**src/rtl/instr_decoder.sv**
```systemverilog
// instr_decoder: single-cycle registered instruction decoder for the CGRA
// front end. Each 32-bit word is split into fields according to the format
// selected by its 3-bit opcode. Every word is decoded on its own.
// Optional feature: define DECODER_ILLEGAL_EN to add the registered
// 'illegal' output flagging opcodes 110 and 111.
module instr_decoder (
  input  logic        clk,
  input  logic        rst_n,
  input  logic [31:0] instruction,
  output logic [2:0]  op,
  output logic [1:0]  prefix,
  output logic [3:0]  funct,
  output logic [6:0]  nalloc,
  output logic        endF,
  output logic        immab,
  output logic [5:0]  immlo,
  output logic [25:0] immhi,
  output logic [9:0]  offset,
  output logic [5:0]  ta1,
  output logic [5:0]  ta2,
  output logic [5:0]  ta3,
  output logic [5:0]  ta4,
  output logic [1:0]  tt1,
  output logic [1:0]  tt2,
  output logic [1:0]  tt3,
  output logic [1:0]  tt4
`ifdef DECODER_ILLEGAL_EN
  ,
  output logic        illegal
`endif
);

  typedef enum logic [2:0] {
    OP_ALU   = 3'b000,
    OP_LOAD  = 3'b001,
    OP_STORE = 3'b010,
    OP_TPFX  = 3'b011,
    OP_IPFX  = 3'b100,
    OP_FRAG  = 3'b101
  } opcode_e;

  logic [2:0]  d_op;
  logic [1:0]  d_prefix;
  logic [3:0]  d_funct;
  logic [6:0]  d_nalloc;
  logic        d_endf;
  logic        d_immab;
  logic [5:0]  d_immlo;
  logic [25:0] d_immhi;
  logic [9:0]  d_offset;
  logic [5:0]  d_ta1, d_ta2, d_ta3, d_ta4;
  logic [1:0]  d_tt1, d_tt2, d_tt3, d_tt4;
  logic        d_illegal;

  // Decode the current word; every field not used by the format stays 0
  always_comb begin
    d_op      = instruction[31:29];
    d_prefix  = '0;
    d_funct   = '0;
    d_nalloc  = '0;
    d_endf    = 1'b0;
    d_immab   = 1'b0;
    d_immlo   = '0;
    d_immhi   = '0;
    d_offset  = '0;
    d_ta1     = '0;
    d_ta2     = '0;
    d_ta3     = '0;
    d_ta4     = '0;
    d_tt1     = '0;
    d_tt2     = '0;
    d_tt3     = '0;
    d_tt4     = '0;
    d_illegal = 1'b0;
    case (instruction[31:29])
      OP_ALU, OP_LOAD: begin
        d_funct  = instruction[28:25];
        d_immab  = instruction[24];
        d_immlo  = instruction[23:18];
        d_prefix = instruction[17:16];
        d_tt1    = instruction[15:14];
        d_ta1    = instruction[13:8];
        d_tt2    = instruction[7:6];
        d_ta2    = instruction[5:0];
      end
      OP_STORE: begin
        d_funct  = instruction[28:25];
        d_immab  = instruction[24];
        d_immlo  = instruction[23:18];
        d_offset = instruction[9:0];
      end
      OP_TPFX: begin
        d_tt3 = instruction[15:14];
        d_ta3 = instruction[13:8];
        d_tt4 = instruction[7:6];
        d_ta4 = instruction[5:0];
      end
      OP_IPFX: begin
        d_immhi = instruction[25:0];
      end
      OP_FRAG: begin
        d_endf   = instruction[28];
        d_nalloc = instruction[6:0];
      end
      default: begin
        d_illegal = 1'b1;
      end
    endcase
  end

  // Output registers; reset clears everything, including op, and wins over decode
  always_ff @(posedge clk) begin
    if (!rst_n) begin
      op     <= '0;
      prefix <= '0;
      funct  <= '0;
      nalloc <= '0;
      endF   <= 1'b0;
      immab  <= 1'b0;
      immlo  <= '0;
      immhi  <= '0;
      offset <= '0;
      ta1    <= '0;
      ta2    <= '0;
      ta3    <= '0;
      ta4    <= '0;
      tt1    <= '0;
      tt2    <= '0;
      tt3    <= '0;
      tt4    <= '0;
    end else begin
      op     <= d_op;
      prefix <= d_prefix;
      funct  <= d_funct;
      nalloc <= d_nalloc;
      endF   <= d_endf;
      immab  <= d_immab;
      immlo  <= d_immlo;
      immhi  <= d_immhi;
      offset <= d_offset;
      ta1    <= d_ta1;
      ta2    <= d_ta2;
      ta3    <= d_ta3;
      ta4    <= d_ta4;
      tt1    <= d_tt1;
      tt2    <= d_tt2;
      tt3    <= d_tt3;
      tt4    <= d_tt4;
    end
  end

`ifdef DECODER_ILLEGAL_EN
  // Registered invalid-opcode flag, aligned with the other outputs
  always_ff @(posedge clk) begin
    if (!rst_n) illegal <= 1'b0;
    else        illegal <= d_illegal;
  end
`else
  logic unused_illegal;
  assign unused_illegal = d_illegal;
`endif

endmodule

```
**config.mk**
```make
export PLATFORM = sky130hd
export DESIGN_NAME = instr_decoder
export DESIGN_NICKNAME = d
export VERILOG_FILES = /design/src/rtl/instr_decoder.sv
export SDC_FILE = /design/constraint.sdc
export NUM_CORES = 1
export LEC_CHECK = 0
export ABC_AREA = 1
export CAP_MARGIN = 40
export CORE_ASPECT_RATIO = 0.6
export CORE_MARGIN = 4
export CORE_UTILIZATION = 42
export CTS_CLUSTER_DIAMETER = 30
export DETAILED_ROUTE_END_ITERATION = 12
export HOLD_SLACK_MARGIN = 0.15
export PLACE_DENSITY = 0.84
export RECOVER_POWER = 50
export SYNTH_ARGS = -nofsm -noshare
export SYNTH_HDL_FRONTEND = slang
export SYNTH_SLANG_ARGS = --single-unit
```
**constraint.sdc**
```tcl
create_clock -name clk -period 1.26 [get_ports clk]
set_input_delay 0.252 -clock clk [delete_from_list [all_inputs] [get_ports clk]]
set_output_delay 0.252 -clock clk [all_outputs]
set_load 0.01 [all_outputs]
```
==> impl_metrics.ini <==
[setup_path]
crit_path_cell_trace = dlygate4sd2_1
startpoint_type = register
worstSetupEndpointType = primary output
critPathTopFamily = flip-flops
crit_slowest_cell = dfxtp_1
cp.required_ps = 1010
cp_slowest_stage_delay_ps = 330
crit_fanout = 1
crit_buf_inv = 1
path_depth = 1
critPathKind = register to primary output
critPathArrivalTime_ps = 950

[detailed_routing]
dr.pass1.iters = 4
routed_via_density = 4.199
drt_iter0_drc = 40
wl_per_cell_um = 14.02
ant_nets = 0
vias = 1902
wirelength_um = 6350
drc_errors = 0

[clock_network]
cts_tree = yes
clkTransAtPathRegs_ps = 90
cts_resized = 92
cts_setup_buffers = 0
cts_hold_buf = 0
cts_max_path_buffers = 2
cts_max_level = 3
cts.sinks = 92
numCtsBuffers = 9
root_buffer = clkbuf_8

[die]
ios = 126
rows = 21
die_area_mm2 = 0.007265
core-area_mm2 = 0.005649
die_w_um = 107.4
die_h_um = 67.64
initial_utilization_pct = 44.08

[place]
gp_congestion = 0.7247
place_hpwl_um = 4773
dp_slack_ps = -243.2
port_buffers = 125

[power_and_ir_drop]
power.density_mw_per_mm2 = 1334
leakage_nw = 2.104
power.total_mw = 5.176
vdd_drop_max_uv = 1036

[cells_and_area]
nets = 402
layout-area-overhead-vs-synth_pct = 55.83
drive_above_1_share_pct = 8.847
final_common_cell = dfxtp_1
n_antenna_cell = 0
layout_common_cells = dfxtp_1 (92), dlygate4sd2_1 (82), nor2_1 (75)

[run_status]
status = finished clean

[synth]
ys_seq_area_share_pct = 73.97
syn_area_per_cell_um2 = 10.64
synth_cells = 234
synth_cell_type_count = 11
syn_nets = 268
syn-cell-area_mm2 = 0.002490
ys.warnings.count = 0
ys_ff_latch = 92

[sta]
report.final.slew_viol_count = 0
fmax_mhz = 829.5
timing.final.crit_period_ps = 1205
hold_violations = 0
fin_ws_ps = 54.52
period_share_pct = 95.67
relSlewSlack_pct = 78.42
rsz0062_at_grt = false
worst_pin_slew_ps = 323.4
setup_tns_ps = 0
setup_viol = 0

[grt]
grt_usage_pct = 18.77
grt_max_degree = 27
grt-ovfl-total = 0
antenna_found_initial = 0
grt_pass1_vias = 1947
grt_pass1_wl_um = 10040

[worst_hold_path]
hp-class = input port to register
holdPathEnd = funct[2]
worstHoldPathCells = 3
hp-start = instruction[27]

[job]
maxCapViolations = 0
power breakdown:
part	switching, mW	leakage (nW)	internal (mW)
combinational	0.190	1.27	0.183
clock	0.983	0.0892	0.836
sequential	0.0148	0.747	2.97
total	1.19	2.10	3.99
through the flow:
step           instances  cell area (um2)  hold slack [ps]  utilization, %
2_1_floorplan        234             2490            345.5               -
3_3_place_gp         437             3807            777.3           67.40
3_5_place_dp         437             3807            803.8           67.40
4_1_cts              453             3880            420.8           68.68
5_1_grt              453             3880            408.3           68.68
6_report             453             3880            429.4           68.68
final cells by class:
| class | count | area (um2) |
|---|---|---|
| timing repair buffer | 128 | 1171 |
| tap | 80 | 100.1 |
| clock inverter | 4 | 32.53 |
| fill | 496 | 1769 |
| clock buffer | 12 | 155.1 |
| multi-input combinational | 102 | 447.9 |
| sequential | 92 | 1842 |
| inverter | 35 | 131.4 |
worst max path at each step:
stage / startpoint / endpoint / slack [ps]
2_1_floorplan: rst_n / ta2[0] / 440
3_3_place_gp: rst_n / tt1[1] / -180
3_5_place_dp: rst_n / offset[3] / -240
4_1_cts: ta1[5] / ta1[5] / 5
5_1_grt: tt2[1] / tt2[1] / 0.1
6_report: op[1] / op[1] / 50
cell usage after synthesis (all sizes together):
master  count  area share, %
buf         5            2.3
inv        35            5.3
nor3        8            1.6
nand2      10            2.7
dfxtp      92             74
nor2       84             14
flip-flops by register name (all words and copies together), names as in the netlist:
register and count:
immhi 26, offset 10, nalloc 7, immlo 6, ta1 6, ta2 6
ta3 6, ta4 6, funct 4, op 3, prefix 2, tt1 2
tt2 2, tt3 2, tt4 2, endF 1, immab 1
per-layer routing:
| metal | routed length [um] | share of wire, % | global-route usage [%] |
|---|---|---|---|
| met5 | 0 | 0 | 0 |
| met4 | 88 | 1.4 | 6.142 |
| met3 | 632 | 10 | 9.838 |
| met2 | 2927 | 46 | 31.31 |
| met1 | 2701 | 43 | 21.07 |
cells by family after synthesis:
logic type,Yosys count,synth area share [%]
flip-flops,92,73.97
AND/OR/NAND/NOR,102,18.49
buffers and inverters,40,7.538
(Power assumes the default switching activity.)
